### config.mk
export PLATFORM = sky130hd
export DESIGN_NAME = instruction_fetch
export DESIGN_NICKNAME = d
export VERILOG_FILES = /design/src/rtl/instruction_fetch_pkg.sv /design/src/rtl/instruction_fetch_pc_ctrl.sv /design/src/rtl/instruction_fetch.sv
export SDC_FILE = /design/constraint.sdc
export NUM_CORES = 1
export LEC_CHECK = 0
export BUFFER_PORTS_ARGS = -buffer_cell sky130_fd_sc_hd__buf_2
export CORE_MARGIN = 4
export CORE_UTILIZATION = 48
export DETAILED_ROUTE_END_ITERATION = 16
export PLACE_DENSITY = 0.78
export SYNTH_ARGS = -nofsm -noshare
export SYNTH_HDL_FRONTEND = slang
export SYNTH_HIERARCHICAL = 1
export SYNTH_SLANG_ARGS = --single-unit
### constraint.sdc
create_clock -name clk -period 1.9 [get_ports clk]
set_input_delay 0.38 -clock clk [delete_from_list [all_inputs] [get_ports clk]]
set_output_delay 0.38 -clock clk [all_outputs]
set_load 0.02 [all_outputs]
### src/rtl/instruction_fetch_pkg.sv
// Shared fetch-stage types and memory geometry defaults.
package instruction_fetch_pkg;
   localparam int ADDR_WIDTH_DEF = 10;
   localparam int DATA_WIDTH_DEF = 32;

   typedef enum logic [1:0] {
      ST_RUN    = 2'd0,
      ST_LAST   = 2'd1,
      ST_HALTED = 2'd2
   } fetch_state_e;
endpackage

### src/rtl/instruction_fetch_pc_ctrl.sv
// Fetch PC register, memory address mux and RUN/LAST/HALTED sequencing.
// state  | meaning
// RUN    | fetching sequentially, fetch_pc is the next word to read
// LAST   | LAST_ADDR is being presented to decode; no further fetch
// HALTED | fetch stopped, only redirect or reset restarts it
module fetch_pc_ctrl
   import instruction_fetch_pkg::*;
#(
   parameter int ADDR_WIDTH = ADDR_WIDTH_DEF,
   parameter int LAST_ADDR  = (1 << ADDR_WIDTH_DEF) - 1
) (
   input  logic                  clk,
   input  logic                  rst,
   input  logic                  stall,
   input  logic                  redirect_en,
   input  logic [ADDR_WIDTH-1:0] redirect_pc,
   input  logic [ADDR_WIDTH-1:0] pc_d1,
   output logic [ADDR_WIDTH-1:0] imem_addr,
   output logic [ADDR_WIDTH-1:0] fetch_pc,
   output fetch_state_e          state
);
   localparam logic [ADDR_WIDTH-1:0] LAST = ADDR_WIDTH'(LAST_ADDR);

   fetch_state_e          r_state;
   fetch_state_e          w_state_nx;
   logic [ADDR_WIDTH-1:0] r_fetch_pc;
   logic [ADDR_WIDTH-1:0] w_fetch_pc_nx;

   always_ff @(posedge clk or posedge rst) begin
      if (rst) begin
         r_state    <= ST_RUN;
         r_fetch_pc <= '0;
      end else begin
         r_state    <= w_state_nx;
         r_fetch_pc <= w_fetch_pc_nx;
      end
   end

   // Redirect beats stall and every state; stall freezes everything else.
   always_comb begin
      w_state_nx    = r_state;
      w_fetch_pc_nx = r_fetch_pc;
      if (redirect_en) begin
         w_fetch_pc_nx = redirect_pc + 1'b1;
         w_state_nx    = (redirect_pc == LAST) ? ST_LAST : ST_RUN;
      end else if (!stall) begin
         case (r_state)
            ST_RUN: begin
               if (r_fetch_pc == LAST) w_state_nx = ST_LAST;
               else                    w_fetch_pc_nx = r_fetch_pc + 1'b1;
            end
            ST_LAST:   w_state_nx = ST_HALTED;
            default:   w_state_nx = r_state;
         endcase
      end
   end

   always_comb begin
      imem_addr = r_fetch_pc;
      if (redirect_en)                imem_addr = redirect_pc;
      else if (stall)                 imem_addr = pc_d1;
      else if (r_state == ST_HALTED)  imem_addr = LAST;
   end

   assign fetch_pc = r_fetch_pc;
   assign state    = r_state;
endmodule

### src/rtl/instruction_fetch.sv
// Fetch stage: drives a synchronous-read instruction memory and presents
// each returned word to decode with its PC, a valid flag and a delivery count.
module instruction_fetch
   import instruction_fetch_pkg::*;
#(
   parameter int DATA_WIDTH  = DATA_WIDTH_DEF,
   parameter int ADDR_WIDTH  = ADDR_WIDTH_DEF,
   parameter int LAST_ADDR   = 1023,
   parameter int COUNT_WIDTH = 16
) (
   input  logic                   clk,
   input  logic                   rst,
   output logic [ADDR_WIDTH-1:0]  imem_addr,
   input  logic [DATA_WIDTH-1:0]  imem_data,
   input  logic                   stall,
   input  logic                   redirect_en,
   input  logic [ADDR_WIDTH-1:0]  redirect_pc,
   output logic [DATA_WIDTH-1:0]  instr_out,
   output logic [ADDR_WIDTH-1:0]  instr_pc,
   output logic                   instr_valid,
   output logic                   halted,
   output logic [COUNT_WIDTH-1:0] instr_count
);
   logic [ADDR_WIDTH-1:0]  r_pc_d1;
   logic                   r_valid_d1;
   logic [COUNT_WIDTH-1:0] r_instr_count;
   logic [ADDR_WIDTH-1:0]  w_fetch_pc;
   fetch_state_e           w_state;
   logic                   w_instr_valid;

   fetch_pc_ctrl #(
      .ADDR_WIDTH (ADDR_WIDTH),
      .LAST_ADDR  (LAST_ADDR)
   ) u_pc_ctrl (
      .clk         (clk),
      .rst         (rst),
      .stall       (stall),
      .redirect_en (redirect_en),
      .redirect_pc (redirect_pc),
      .pc_d1       (r_pc_d1),
      .imem_addr   (imem_addr),
      .fetch_pc    (w_fetch_pc),
      .state       (w_state)
   );

   // pc_d1/valid_d1 track the address whose data the memory returns next cycle.
   always_ff @(posedge clk or posedge rst) begin
      if (rst) begin
         r_pc_d1    <= '0;
         r_valid_d1 <= 1'b0;
      end else if (redirect_en) begin
         r_pc_d1    <= redirect_pc;
         r_valid_d1 <= 1'b1;
      end else if (!stall) begin
         case (w_state)
            ST_RUN: begin
               r_pc_d1    <= w_fetch_pc;
               r_valid_d1 <= 1'b1;
            end
            ST_LAST:  r_valid_d1 <= 1'b0;
            default:  r_valid_d1 <= r_valid_d1;
         endcase
      end
   end

   assign w_instr_valid = r_valid_d1 & ~redirect_en & (w_state != ST_HALTED);

   always_ff @(posedge clk or posedge rst) begin
      if (rst)
         r_instr_count <= '0;
      else if (w_instr_valid && !stall && (r_instr_count != '1))
         r_instr_count <= r_instr_count + 1'b1;
   end

   assign instr_out   = imem_data;
   assign instr_pc    = r_pc_d1;
   assign instr_valid = w_instr_valid;
   assign halted      = (w_state == ST_HALTED);
   assign instr_count = r_instr_count;
endmodule

==> results.sh, run 1 <==
export IMPL_die_area_mm2=0.00691
export IMPL_viasPerCell=5.77
export IMPL_die_w_um=83.1
export IMPL_rsz0062_at_grt="yes"
export IMPL_clk_pin_slew_ps=80
export IMPL_place_inst=397
export IMPL_final_core_util=0.579
export IMPL_async_flop_share=1.00
export IMPL_hold_class="in2async"
export IMPL_yosysUniqueCellTypes=55
export IMPL_cts_buffers=5
export IMPL_post_synth_cell_area_avg_um2=9.19
export IMPL_n_fill_cell=484
export IMPL_synth_area_top_cells="dfrtp_1, buf_4, nand2_1"
export IMPL_synth_top_cell_area_share=0.360
export IMPL_multi_input_area_mm2=0.00148
export IMPL_p_per_area_mw_per_mm2=831
export IMPL_worstSetupEndpointType="output pin"
export IMPL_start_kind="flop"
export IMPL_maxClockFrequency_ghz=0.537
export IMPL_nets=383
export IMPL_finalCritPeriodShare=0.980
export IMPL_remaining_drc_errors=0
export IMPL_gp_congestion=0.961
export IMPL_timing_slew_headroom=0.645
export IMPL_use_met2=0.342
export IMPL_synthToLayoutAreaGrowth_pct=17.5
export IMPL_drtAntennaViolNets=0
export IMPL_drtPass1Iterations=4
export IMPL_portBuffers=51
export IMPL_finalSetupTns_ps=0
export IMPL_synth_flop_cell="dfrtp_1"
export IMPL_status="complete, no violations"
export IMPL_slew_violations=0
export IMPL_grt_busiest_layer="met2"
export IMPL_dp_hpwl_um=5050
export IMPL_reg2reg_slack_ps=110
export IMPL_yosysTopAreaCell="dfrtp_1"
export IMPL_cts_tree="built"
export IMPL_yosys_warnings=6
export IMPL_worst_endpoint_required_ps=1520
export IMPL_final_common_cell="buf_2"
export IMPL_finalWorstSetupSlack_ps=38.9
export IMPL_htree_levels=2
export IMPL_whs_ps=123
export IMPL_ctsHoldBuffers=0
export IMPL_crit_fanout=5
export IMPL_max_slew_worst_pin_slew_ps=532
export IMPL_ys_seq_area_frac=0.360
export IMPL_grt_overflow_total=0
export IMPL_start_util=0.492
export IMPL_cts_sinks=39
export IMPL_row_count=27
export IMPL_core_area_mm2=0.00551
export IMPL_synth_nets=343
export IMPL_worstSkewPairLatency_ps=290
export IMPL_first_global_vias=2369
export IMPL_final_hold_viol_count=0
export IMPL_min_period_ps=1860
export IMPL_wire_per_inst_um=16.9
export IMPL_drive_gt1_frac=0.345
export IMPL_antenna_found_initial=0
export IMPL_grt_pass1_wl_um=11300
export IMPL_p_leak_uw=0.00147
export IMPL_ys_ff_latch=39
export IMPL_die_y_um=83.1
export IMPL_peakVddDrop_mv=0.532
export IMPL_dp_slack_ps=31.6
export IMPL_drt_iter0_markers=100
export IMPL_grtUsageMet1=0.241
export IMPL_syn_cell_area_mm2=0.00271
export IMPL_diodes=0
export IMPL_grt_usage=0.198
export IMPL_worst_setup_path_type="reg2out"
export IMPL_root_buffer="clkbuf_8"
export IMPL_arrival_ps=1480
export IMPL_clockBufferDepth=2
export IMPL_fin_skew_ps=9.44
export IMPL_use_met3=0.0446
export IMPL_finalSetupViolCount=0
export IMPL_seq_area_um2=980
export IMPL_ios=116
export IMPL_synth_edf_count=0
export IMPL_instances_no_fill=408
export IMPL_grt_max_degree=37
export IMPL_maxCapViolations=0
export IMPL_routed_wl_um=6900
export IMPL_synthCells=295
export IMPL_final_cell_mix="buf_2, nand2_1, dfrtp_1, buf_4, o21ai_0"
export IMPL_vias=2353
cell type report:
cell class	instances	share of cell area
Tap cell	72	0.0283
Clock buffer	7	0.0302
Inverter	11	0.0130
Sequential cell	39	0.308
Multi-Input combinational cell	204	0.465
Timing Repair Buffer	74	0.154
Clock inverter	1	0.00236
worst max-delay path, cell delays in order, from the launching register on:
cell     delay [ps]
dfrtp_1         380
inv_2            60
o21ai_4         210
buf_6           160
o22ai_2          60
o21ai_1         160
buf_4           170
flip-flops by register name, summed over array words and instances, names as in the netlist:
signal              cells
instr_count            16
u_pc_ctrl/fetch_pc     10
instr_pc               10
u_pc_ctrl/state         2
r_valid_d1              1
power by group:
group | internal [uW] | leakage [uW] | switching [uW]
Sequential | 961 | 0.000483 | 171
Combinational | 361 | 0.000936 | 522
Clock | 331 | 0.0000505 | 301
cell families after synthesis:
| kind of cell | count (synthesis) | synth area share |
|---|---|---|
| buffers and inverters | 52 | 0.123 |
| flip-flops | 39 | 0.360 |
| XOR/XNOR | 24 | 0.0776 |
| multiplexers | 16 | 0.0600 |
| AO/OA/AOI/OAI | 55 | 0.140 |
| AND/OR/NAND/NOR | 107 | 0.230 |
| adder cells (fa/ha/maj) | 2 | 0.00923 |
through the flow:
stage                     power [uW]  cell area (um2)
after global placement          1920             2940
after floorplan                 1720             2710
after detailed placement        1950             2940
after CTS                       2600             3070
after global routing            2820             3190
final                           2650             3190
cells in the mapped netlist, types with 3 or more instances:
master / count
nor2_1: 10
xnor2_1: 9
a21oi_1: 5
nand4_1: 8
buf_4: 32
o22ai_1: 6
dfrtp_1: 39
o221ai_1: 5
nand3_1: 10
nor3_1: 6
o21ai_0: 24
clkbuf_1: 5
nand2_1: 38
nor4_1: 6
nand3b_1: 3
and3_1: 4
xor2_1: 15
mux2i_1: 14
inv_1: 11
timing repair:
item | in CTS | in global routing
setup endpoints to repair | 10 | 17
gates resized for setup | 2 | 34
setup buffers | 2 | 1
pin swaps | 1 | 14
final timing paths:
check	startpoint	end	depth (start not counted)
setup reg to reg	u_pc_ctrl/state[1]	u_pc_ctrl/fetch_pc[1]	6
max in group asynchronous	rst	u_pc_ctrl/fetch_pc[1]	2
hold / removal	rst	u_pc_ctrl/state[1]	2
setup / recovery	u_pc_ctrl/state[1]	imem_addr[3]	6
hold reg to reg	instr_count[7]	instr_count[7]	1
min in group clk	redirect_pc[9]	u_pc_ctrl/fetch_pc[9]	3
per-layer routing:
metal	routed length, um	share of wire
met5	0	0
met4	104	0.015
met1	2840	0.41
met3	404	0.059
met2	3550	0.51
(Power assumes the default switching activity.)
==> run 2, diff against run 1 <==
- REMOVE_ABC_BUFFERS: unset -> 1
==> run 2 against run 1 <==
Effect of this change:
- combinational power decreased by 4.0%
- largest power group unchanged
- clock power decreased by 2%
- sequential cell count unchanged
- sequential share of layout area rose by 1.1 points
- worst hold slack got worse by 1.8 ps
- largest cell class unchanged
- register-to-register slack improved by 20 ps
- core utilization shrank 2.2 points
==> results.sh, run 2 (same netlist as run 1, synthesis figures left out) <==
export IMPL_worstSkewPairLatency_ps=300
export IMPL_max_slew_worst_pin_slew_ps=537
export IMPL_regToRegStartpoint="u_pc_ctrl/state[1]"
export IMPL_clockBufferDepth=2
export IMPL_grt_pass1_wl_um=12800
export IMPL_start_kind="flop"
export IMPL_viasPerCell=5.74
export IMPL_routed_wl_um=7950
export IMPL_arrival_ps=1410
export IMPL_peakVddDrop_mv=0.342
export IMPL_core_area_mm2=0.00551
export IMPL_largest_reg_flops=16
export IMPL_power_total_uw=2590
export IMPL_min_period_ps=1790
export IMPL_grt_max_degree=28
export IMPL_die_area_mm2=0.00691
export IMPL_ctsHoldBuffers=0
export IMPL_final_common_cell="buf_2"
export IMPL_root_buffer="clkbuf_8"
export IMPL_p_leak_uw=0.00145
export IMPL_worst_endpoint_required_ps=1520
export IMPL_slowest_stage="dfrtp_1"
export IMPL_finalCritPeriodShare=0.944
export IMPL_instances_no_fill=409
export IMPL_slowest_delay_ps=350
export IMPL_die_w_um=83.1
export IMPL_wire_per_inst_um=19.4
export IMPL_start_util=0.492
export IMPL_fin_skew_ps=14.6
export IMPL_drtPass1Iterations=4
export IMPL_maxCapViolations=0
export IMPL_hold_class="in2async"
export IMPL_drive_gt1_frac=0.306
export IMPL_final_hold_viol_count=0
export IMPL_crit_buf_inv=3
export IMPL_status="complete, no violations"
export IMPL_worstPathCellList="inv_1 > o21ai_2 > buf_6 > o22ai_1 > o21ai_1 > buf_4"
export IMPL_first_global_vias=2289
export IMPL_place_inst=399
export IMPL_row_count=27
export IMPL_grt_usage=0.234
export IMPL_portBuffers=51
export IMPL_maxClockFrequency_ghz=0.557
export IMPL_drt_iter0_markers=96
export IMPL_worstSetupEndpointType="output pin"
export IMPL_cp_top_family="buffers and inverters"
export IMPL_remaining_drc_errors=0
export IMPL_cts_sinks=39
export IMPL_diodes=0
export IMPL_finalSetupViolCount=0
export IMPL_nets=384
export IMPL_clk_pin_slew_ps=90
export IMPL_drtAntennaViolNets=0
export IMPL_reg2reg_slack_ps=130
export IMPL_worst_setup_path_type="reg2out"
export IMPL_cts_tree="built"
export IMPL_slew_violations=0
export IMPL_p_per_area_mw_per_mm2=843
export IMPL_final_cell_mix="buf_2, nand2_1, dfrtp_1, buf_4, o21ai_0"
export IMPL_rr_endpoint="instr_count[14]"
export IMPL_crit_fanout=10
export IMPL_die_y_um=83.1
export IMPL_cts_buffers=5
export IMPL_gp_congestion=0.954
export IMPL_ios=116
export IMPL_antenna_found_initial=0
export IMPL_timing_slew_headroom=0.641
export IMPL_grt_overflow_total=0
export IMPL_dp_hpwl_um=6120
export IMPL_synthToLayoutAreaGrowth_pct=13.1
export IMPL_vias=2348
export IMPL_htree_levels=2
export IMPL_rr_worst_depth=6
[run 2: area by class of cell]
type	count	area, um2
tap	72	90.1
multi-input combinational	204	1410
clock buffer	8	100
sequential	39	977
timing repair buffer	75	447
inverter	11	41.3
fill	503	2440
[run 2: layer usage]
layer | track usage | wire length, um
met5 | 0.0985 | 55
met4 | 0.0609 | 98
met3 | 0.136 | 901
met2 | 0.327 | 3340
met1 | 0.301 | 3550
[run 2: where the power goes]
part | leakage (uW) | switching [uW] | internal (uW)
sequential | 0.000485 | 157 | 959
combinational | 0.000908 | 512 | 337
clock | 0.0000515 | 290 | 331
[run 2: worst register-to-register path, cell delays in order (launching register included)]
cell and delay, ps:
dfrtp_1 380, buf_4 140, nor2b_4 130, or3_4 410
buf_4 170, nor4_2 290, xor2_1 170
[run 2: timing repair]
action | CTS | global route
setup endpoints to repair | 3 | 18
gates cloned | 0 | 0
gates resized for setup | 1 | 11
buffers inserted | 1 | 1
[run 2: how the worst max path moves through the flow]
stage / depth (start not counted) / from / endpoint / slack [ps]
2_1_floorplan: 5 / instr_count[0] / instr_count[1] / 80
3_3_place_gp: 5 / redirect_en / instr_count[11] / 100
3_5_place_dp: 6 / redirect_en / instr_count[14] / 50
4_1_cts: 6 / u_pc_ctrl/state[1] / imem_addr[5] / 20
5_1_grt: 6 / u_pc_ctrl/state[1] / imem_addr[5] / -6
6_report: 6 / u_pc_ctrl/state[1] / imem_addr[5] / 110
[run 2: through the flow]
| stage | setup TNS [ps] | hold WS, ps | instance area, um2 | util | setup WS, ps |
|---|---|---|---|---|---|
| 2_1_floorplan | 0 | 245 | 2420 | - | 76.6 |
| 3_3_place_gp | 0 | 444 | 2930 | 0.532 | 96.2 |
| 3_5_place_dp | 0 | 451 | 2930 | 0.532 | 47.8 |
| 4_1_cts | 0 | 124 | 3040 | 0.552 | 15.6 |
| 5_1_grt | -13.0 | 137 | 3070 | 0.557 | -5.92 |
| 6_report | 0 | 121 | 3070 | 0.557 | 106 |
